--- config.mk ---
export PLATFORM = sky130hd
export DESIGN_NAME = vram_arbiter_flat
export DESIGN_NICKNAME = d
export VERILOG_FILES = /design/src/rtl/vram_pkg.sv /design/src/rtl/vram_arbiter_if.sv /design/src/rtl/vram_wfifo.sv /design/src/rtl/vram_arbiter.sv /design/src/flat_wrapper.sv
export SDC_FILE = /design/constraint.sdc
export NUM_CORES = 1
export LEC_CHECK = 0
export BUFFER_PORTS_ARGS = -buffer_cell sky130_fd_sc_hd__buf_2
export CAP_MARGIN = 25
export CELL_PAD_IN_SITES_DETAIL_PLACEMENT = 1
export CELL_PAD_IN_SITES_GLOBAL_PLACEMENT = 2
export CORE_AREA = 2 2 137 172
export DETAILED_ROUTE_END_ITERATION = 7
export DIE_AREA = 0 0 139 174
export GPL_ROUTABILITY_DRIVEN = 0
export HOLD_SLACK_MARGIN = 0.08
export PLACE_DENSITY = 0.83
export SYNTH_ARGS = -nofsm -noshare
export SYNTH_HDL_FRONTEND = slang
export SYNTH_SLANG_ARGS = --single-unit
--- constraint.sdc ---
create_clock -name vga_clk -period 5 [get_ports vga_clk]
set_clock_uncertainty 0.1 [all_clocks]
set_input_delay 0.5 -clock vga_clk [delete_from_list [all_inputs] [get_ports vga_clk]]
set_output_delay 0.5 -clock vga_clk [all_outputs]
set_load 0.01 [all_outputs]
--- src/rtl/vram_pkg.sv ---
// Shared constants and types for the VGA pixel-RAM arbiter slice.
// Includes the RAM geometry, the read-sequencer state encoding and the scan-out address helper.
package vram_pkg;

    localparam int VRAM_ADDR_W = 19;
    localparam int VRAM_DATA_W = 24;
    localparam int ROW_W       = 9;
    localparam int COL_W       = 10;
    localparam int H_ACTIVE    = 640;
    localparam int V_ACTIVE    = 480;

    typedef enum logic [1:0] {
        IDLE    = 2'd0,
        RD_WAIT = 2'd1,
        RD_DONE = 2'd2
    } rd_state_t;

    // Pixel address is the row/column concatenation, not row*H_ACTIVE+col.
    function automatic logic [VRAM_ADDR_W-1:0] pix_addr(input logic [ROW_W-1:0] row,
                                                        input logic [COL_W-1:0] col);
        return {row, col};
    endfunction

endpackage

--- src/rtl/vram_arbiter_if.sv ---
// CPU bus port of the pixel-RAM arbiter.
// The CPU side uses the master modport; the arbiter uses the slave modport.
interface vram_arbiter_if
    import vram_pkg::*;
#(
    parameter int ADDR_W = VRAM_ADDR_W,
    parameter int DATA_W = VRAM_DATA_W
);
    logic              cpu_req;
    logic              cpu_we;
    logic [ADDR_W-1:0] cpu_addr;
    logic [DATA_W-1:0] cpu_wdata;
    logic              cpu_ready;
    logic              cpu_rvalid;
    logic [DATA_W-1:0] cpu_rdata;

    modport master (
        output cpu_req, cpu_we, cpu_addr, cpu_wdata,
        input  cpu_ready, cpu_rvalid, cpu_rdata
    );

    modport slave (
        input  cpu_req, cpu_we, cpu_addr, cpu_wdata,
        output cpu_ready, cpu_rvalid, cpu_rdata
    );
endinterface

--- src/rtl/vram_wfifo.sv ---
// Posted-write FIFO of {addr, data}; pointers carry an extra wrap bit so that
// full and empty are told apart without a separate occupancy counter.
module vram_wfifo
    import vram_pkg::*;
#(
    parameter int FIFO_DEPTH = 4,
    parameter int ADDR_W     = VRAM_ADDR_W,
    parameter int DATA_W     = VRAM_DATA_W
) (
    input  logic              vga_clk,
    input  logic              clrn,
    input  logic              push,
    input  logic [ADDR_W-1:0] push_addr,
    input  logic [DATA_W-1:0] push_data,
    input  logic              pop,
    output logic [ADDR_W-1:0] head_addr,
    output logic [DATA_W-1:0] head_data,
    output logic              full,
    output logic              empty
);
    localparam int IDX_W = $clog2(FIFO_DEPTH);
    localparam int PTR_W = IDX_W + 1;

    logic [ADDR_W-1:0] addr_mem [FIFO_DEPTH];
    logic [DATA_W-1:0] data_mem [FIFO_DEPTH];
    logic [PTR_W-1:0]  wr_ptr;
    logic [PTR_W-1:0]  rd_ptr;
    logic              push_ok;
    logic              pop_ok;

    assign push_ok = push & ~full;
    assign pop_ok  = pop & ~empty;

    always_ff @(posedge vga_clk or negedge clrn) begin
        if (!clrn) begin
            wr_ptr <= '0;
            rd_ptr <= '0;
        end else begin
            if (push_ok) wr_ptr <= wr_ptr + PTR_W'(1);
            if (pop_ok)  rd_ptr <= rd_ptr + PTR_W'(1);
        end
    end

    always_ff @(posedge vga_clk) begin
        if (push_ok) begin
            addr_mem[wr_ptr[IDX_W-1:0]] <= push_addr;
            data_mem[wr_ptr[IDX_W-1:0]] <= push_data;
        end
    end

    assign head_addr = addr_mem[rd_ptr[IDX_W-1:0]];
    assign head_data = data_mem[rd_ptr[IDX_W-1:0]];
    assign empty     = (wr_ptr == rd_ptr);
    assign full      = (wr_ptr[IDX_W-1:0] == rd_ptr[IDX_W-1:0]) &&
                       (wr_ptr[IDX_W] != rd_ptr[IDX_W]);

endmodule

--- src/rtl/vram_arbiter.sv ---
// Shares the single-port pixel RAM between VGA scan-out and a CPU port.
// Scan-out always wins the slot; posted writes then drain, then a pending read.
module vram_arbiter
    import vram_pkg::*;
#(
    parameter int FIFO_DEPTH = 4,
    parameter int ADDR_W     = VRAM_ADDR_W,
    parameter int DATA_W     = VRAM_DATA_W
) (
    input  logic              vga_clk,
    input  logic              clrn,
    input  logic              vga_rdn,
    input  logic [ROW_W-1:0]  vga_row,
    input  logic [COL_W-1:0]  vga_col,
    output logic [DATA_W-1:0] vga_data,
    vram_arbiter_if.slave     cpu,
    output logic [ADDR_W-1:0] mem_addr,
    output logic              mem_we,
    output logic [DATA_W-1:0] mem_wdata,
    input  logic [DATA_W-1:0] mem_rdata
);
    rd_state_t         state;
    rd_state_t         state_nxt;
    logic [ADDR_W-1:0] rd_addr;
    logic [DATA_W-1:0] rdata;
    logic              rvalid;
    logic              rd_capture;
    logic              ready;
    logic              wr_acc;
    logic              rd_acc;
    logic              slot_vga;
    logic              slot_wr;
    logic              slot_rd;
    logic              full;
    logic              empty;
    logic [ADDR_W-1:0] head_addr;
    logic [DATA_W-1:0] head_data;

    // Ready looks only at registered occupancy so a same-cycle pop never frees a slot.
    assign ready  = (state == IDLE) && (cpu.cpu_we ? !full : empty);
    assign wr_acc = cpu.cpu_req &  cpu.cpu_we & ready;
    assign rd_acc = cpu.cpu_req & ~cpu.cpu_we & ready;

    assign slot_vga = ~vga_rdn;
    assign slot_wr  = vga_rdn & ~empty;
    assign slot_rd  = vga_rdn & empty & (state == RD_WAIT);

    vram_wfifo #(
        .FIFO_DEPTH (FIFO_DEPTH),
        .ADDR_W     (ADDR_W),
        .DATA_W     (DATA_W)
    ) u_wfifo (
        .vga_clk   (vga_clk),
        .clrn      (clrn),
        .push      (wr_acc),
        .push_addr (cpu.cpu_addr),
        .push_data (cpu.cpu_wdata),
        .pop       (slot_wr),
        .head_addr (head_addr),
        .head_data (head_data),
        .full      (full),
        .empty     (empty)
    );

    always_comb begin
        mem_addr  = '0;
        mem_we    = 1'b0;
        mem_wdata = head_data;
        if (slot_vga) begin
            mem_addr = ADDR_W'(pix_addr(vga_row, vga_col));
        end else if (slot_wr) begin
            mem_addr = head_addr;
            mem_we   = 1'b1;
        end else if (slot_rd) begin
            mem_addr = rd_addr;
        end
    end

    always_ff @(posedge vga_clk or negedge clrn) begin
        if (!clrn) state <= IDLE;
        else       state <= state_nxt;
    end

    always_comb begin
        state_nxt = state;
        case (state)
            IDLE:    if (rd_acc)  state_nxt = RD_WAIT;
            RD_WAIT: if (slot_rd) state_nxt = RD_DONE;
            RD_DONE: state_nxt = IDLE;
            default: state_nxt = IDLE;
        endcase
    end

    always_comb begin
        rvalid     = (state == RD_DONE);
        rd_capture = slot_rd;
    end

    always_ff @(posedge vga_clk) begin
        if (rd_acc) rd_addr <= cpu.cpu_addr;
    end

    always_ff @(posedge vga_clk or negedge clrn) begin
        if (!clrn)           rdata <= '0;
        else if (rd_capture) rdata <= mem_rdata;
    end

    assign vga_data       = mem_rdata;
    assign cpu.cpu_ready  = ready;
    assign cpu.cpu_rvalid = rvalid;
    assign cpu.cpu_rdata  = rdata;

endmodule

--- src/flat_wrapper.sv ---
// flat-port wrapper written by rule: the top's interface ports become plain ports
module vram_arbiter_flat import vram_pkg::*;
#(
    parameter int FIFO_DEPTH = 4,
    parameter int ADDR_W     = VRAM_ADDR_W,
    parameter int DATA_W     = VRAM_DATA_W
)
  (vga_clk, clrn, vga_rdn, vga_row, vga_col, vga_data, mem_addr, mem_we, mem_wdata, mem_rdata, cpu_cpu_req, cpu_cpu_we, cpu_cpu_addr, cpu_cpu_wdata, cpu_cpu_ready, cpu_cpu_rvalid, cpu_cpu_rdata);
  vram_arbiter_if #(.ADDR_W(ADDR_W), .DATA_W(DATA_W)) cpu_i ();
  input  logic vga_clk;
  input  logic clrn;
  input  logic vga_rdn;
  input  logic [ROW_W-1:0] vga_row;
  input  logic [COL_W-1:0] vga_col;
  output logic [DATA_W-1:0] vga_data;
  output logic [ADDR_W-1:0] mem_addr;
  output logic mem_we;
  output logic [DATA_W-1:0] mem_wdata;
  input  logic [DATA_W-1:0] mem_rdata;
  input wire logic [$bits(cpu_i.cpu_req)-1:0] cpu_cpu_req;
  input wire logic [$bits(cpu_i.cpu_we)-1:0] cpu_cpu_we;
  input wire logic [$bits(cpu_i.cpu_addr)-1:0] cpu_cpu_addr;
  input wire logic [$bits(cpu_i.cpu_wdata)-1:0] cpu_cpu_wdata;
  output wire logic [$bits(cpu_i.cpu_ready)-1:0] cpu_cpu_ready;
  output wire logic [$bits(cpu_i.cpu_rvalid)-1:0] cpu_cpu_rvalid;
  output wire logic [$bits(cpu_i.cpu_rdata)-1:0] cpu_cpu_rdata;
  assign cpu_i.cpu_req = cpu_cpu_req;
  assign cpu_i.cpu_we = cpu_cpu_we;
  assign cpu_i.cpu_addr = cpu_cpu_addr;
  assign cpu_i.cpu_wdata = cpu_cpu_wdata;
  assign cpu_cpu_ready = cpu_i.cpu_ready;
  assign cpu_cpu_rvalid = cpu_i.cpu_rvalid;
  assign cpu_cpu_rdata = cpu_i.cpu_rdata;
  vram_arbiter #(.FIFO_DEPTH(FIFO_DEPTH), .ADDR_W(ADDR_W), .DATA_W(DATA_W)) u_core (.vga_clk(vga_clk), .clrn(clrn), .vga_rdn(vga_rdn), .vga_row(vga_row), .vga_col(vga_col), .vga_data(vga_data), .cpu(cpu_i), .mem_addr(mem_addr), .mem_we(mem_we), .mem_wdata(mem_wdata), .mem_rdata(mem_rdata));
endmodule
==> summary.txt <==
Power and ir drop
  – PD cells: 565 nW/µm²
  – Leakage: 3.92 nW
  – Net switching power: 1.89 mW
  – Switching share of power: 0.315
  – Combinational fraction of design power: 0.324
  – VDD IR max: 0.000392 V
  – Internal Power: 4.12 mW
  – Clock share of power: 0.271
  – Reg power frac: 0.405

Synthesis
  – Count leader, synth: edfxtp_1
  – Syn nets: 553
  – Synthesis Warnings: 0
  – Post-synthesis average cell area: 19.4 µm²
  – Synth Register Bits: 223
  – Post-synth top flop: edfxtp_1
  – Synth top area cells: edfxtp_1, mux4_2, dfrtp_1
  – Post-synthesis sequential area ratio: 0.737
  – Post-synth top area cell: edfxtp_1
  – Adder-Cell Fraction of Synth Area: 0.00705
  – Post-Synthesis Cells: 457
  – FFs w/ async S/R, synth: 0.143
  – Synth Area in XOR/XNOR: 0.00691
  – Post-synthesis mux area share: 0.152
  – Post-synth EDFFs: 191
  – Synth cell types: 32
  – Synth top cells by count: edfxtp_1, mux4_2, dfrtp_1
  – Compound-Gate Fraction of Synth Area: 0.0286
  – Simple-Gate Fraction of Synth Area: 0.0298
  – Syn Std Cell Area: 8870 µm²
  – Top cell type's share of synthesized area: 0.647
  – Largest family of logic cells by synthesized area: multiplexers

Clock network
  – PostCTS Resize Cnt: 0
  – Clock Latency Late Sink: 510 ps
  – # clock sinks: 223
  – Hold_buf cts: 1
  – Worst-case clock buffer depth: 3
  – CTS tree: done
  – Clock Pin Slew Worst Setup and Hold Paths: 60 ps
  – Root Buffer: clkbuf_16
  – Num CTS Buffers: 23
  – Postcts setup bufs: 0
  – H-tree depth: 1

GRT
  – Vias in the first global route: 5423
  – Largest net degree at the start of global routing: 46
  – GR Util met2: 0.297
  – Total gr overflow: 0
  – First-pass GRT wire length: 30600 µm
  – Met3 usage: 0.0460
  – Met1 Use GR: 0.183
  – Initial antenna violation count: 3
  – Global route hottest layer: met2
  – Total Routing Usage GR: 0.162

Floorplan
  – DIE AREA: 24200 µm²
  – Floorplan row count: 62
  – Initial Util: 0.392
  – Io pins: 185
  – Die Ht: 174 µm
  – Die Wd: 139 µm
  – Core Footprint: 22700 µm²

Timing
  – Max-slew violation count: 0
  – Fmax: 284 MHz
  – Post-layout min period: 3520 ps
  – Final worst-path cycle share: 0.704
  – Hold slack: 110 ps
  – Worst-margin pin slew: 1020 ps
  – Final setup fails: 0
  – Slew HR: 0.320
  – RSZ-0062 raised after global routing: false
  – Endpoints failing hold: 0
  – TNS Setup: 0 ps

Layout
  – Ratio of cells with drive above 1 in the final layout: 0.472
  – Final cell count without fillers: 928
  – Nets: 720
  – Area grow syn2layout: 20.0%

Route
  – DR pass1 iterations: 4
  – DRC: 0
  – Via count: 4820
  – Post-Route WL: 19900 µm
  – Vias per Instance: 5.19
  – Initial DRC count: 228
  – ANT nets after route: 0
  – Wire per inst: 21.5 µm

Worst setup path
  – Crit Path Category: reg2out
  – Max incr delay on CP: 910 ps
  – CP endpoint kind: primary output
  – Crit start category: register
  – Critical path data arrival time: 2920 ps
  – Slowest CP cell: and3_1
  – Cells along the critical path: xnor2_1, and3_1, nand3_1, a31oi_1, buf_2
  – Req. time, crit path: 4400 ps
  – CP Max Fanout: 26

Job
  – Max-cap viol count: 0

Outcome
  – Status: finished, final reports clean

Placement
  – Placed cell count: 885
  – Port bufs: 184
  – Placed wire-length estimate: 12900 µm

Min path
  – HP Class: in2reg
[power by group through the flow]
stage	sequential (mW)	combinational (mW)	clock (mW)
2_1_floorplan	2.49	1.25	0
6_report	2.44	1.95	1.63
4_1_cts	2.44	1.98	1.67
5_1_grt	2.46	2.12	1.74
3_5_place_dp	2.47	1.95	0
3_3_place_gp	2.45	1.92	0
[per-stage QoR]
stage | utilization | worst slack, ps | power (mW) | instance area [µm²]
after floorplan | - | 1360 | 3.74 | 8870
after global placement | 0.437 | 1970 | 4.36 | 9900
after detailed placement | 0.437 | 1820 | 4.43 | 9900
after CTS | 0.469 | 1460 | 6.09 | 10600
after global routing | 0.469 | 1320 | 6.31 | 10600
final | 0.470 | 1480 | 6.01 | 10600
[final timing paths]
path / end / startpoint / slack, ps / depth (start not counted)
min in group asynchronous: u_core.cpu.cpu_rdata[22]$_DFFE_PN0N_ / clrn / 480 / 2
min reg2reg: u_core.cpu.cpu_rdata[21]$_DFFE_PN0N_ / u_core.cpu.cpu_rdata[21]$_DFFE_PN0N_ / 400 / 1
min: u_core.u_wfifo.data_mem[0][18]$_DFFE_PP_ / cpu_cpu_wdata[18] / 110 / 1
max reg2reg: u_core.rd_addr[10]$_DFFE_PP_ / u_core.u_wfifo.rd_ptr[0]$_DFFE_PN0P_ / 1810 / 3
max in group asynchronous: u_core.u_wfifo.rd_ptr[0]$_DFFE_PN0P_ / clrn / 3780 / 2
max: mem_addr[2] / u_core.u_wfifo.rd_ptr[0]$_DFFE_PN0P_ / 1480 / 5
[kinds of logic (layout without fill, tap and decap cells)]
group,after synthesis,after routing
flip-flops,223,223
XOR/XNOR,7,7
adder cells (fa/ha/maj),5,5
other,0,2
AO/OA/AOI/OAI,44,44
AND/OR/NAND/NOR,55,55
buffers and inverters,53,234
multiplexers,70,70
[layer usage]
| layer | wire length (µm) | share of wire |
|---|---|---|
| met4 | 502 | 0.025 |
| met2 | 10400 | 0.52 |
| met5 | 13 | 0.00065 |
| met1 | 7520 | 0.38 |
| met3 | 1490 | 0.075 |
[critical path, delay by kind of cell (launching register included)]
kind            cells  cell delay, ps
simple gates        2            1180
flops               1             480
xor+xnor            1             340
buf+inv             1             160
compound gates      1             250
[registers in the layout, summed over array words and instances (netlist names)]
name / count
u_core.state: 2
u_core.u_wfifo.addr_mem: 76
u_core.u_wfifo.wr_ptr: 3
u_core.cpu.cpu_rdata: 24
u_core.u_wfifo.rd_ptr: 3
u_core.rd_addr: 19
u_core.u_wfifo.data_mem: 96
[cells in the final DEF (no fill, tap or decap), types with 2 or more instances in the layout]
| master | n |
|---|---|
| clkinv_2 | 4 |
| nor2_1 | 21 |
| clkbuf_16 | 23 |
| ha_1 | 5 |
| inv_1 | 3 |
| nand2_1 | 4 |
| diode_2 | 2 |
| nand3_1 | 19 |
| dfrtp_1 | 30 |
| and3_1 | 2 |
| a31oi_1 | 20 |
| buf_2 | 184 |
| mux4_2 | 42 |
| mux2_2 | 7 |
| and2_2 | 3 |
| o21ai_0 | 19 |
| nor2b_1 | 2 |
| xnor2_1 | 4 |
| clkinvlp_4 | 2 |
| clkinv_1 | 5 |
| xor2_1 | 2 |
| edfxtp_1 | 191 |
| bufinv_16 | 2 |
| buf_4 | 6 |
| mux2_4 | 19 |
[layout make-up]
cell class	instances	area, µm²
fill	2207	12000
sequential	223	6540
multi-input combinational	181	2020
timing repair buffer	192	991
clock buffer	24	579
tap	288	360
clock inverter	15	134
inverter	3	11.3
antenna	2	5.00
Power figures use the tool's default switching activity.
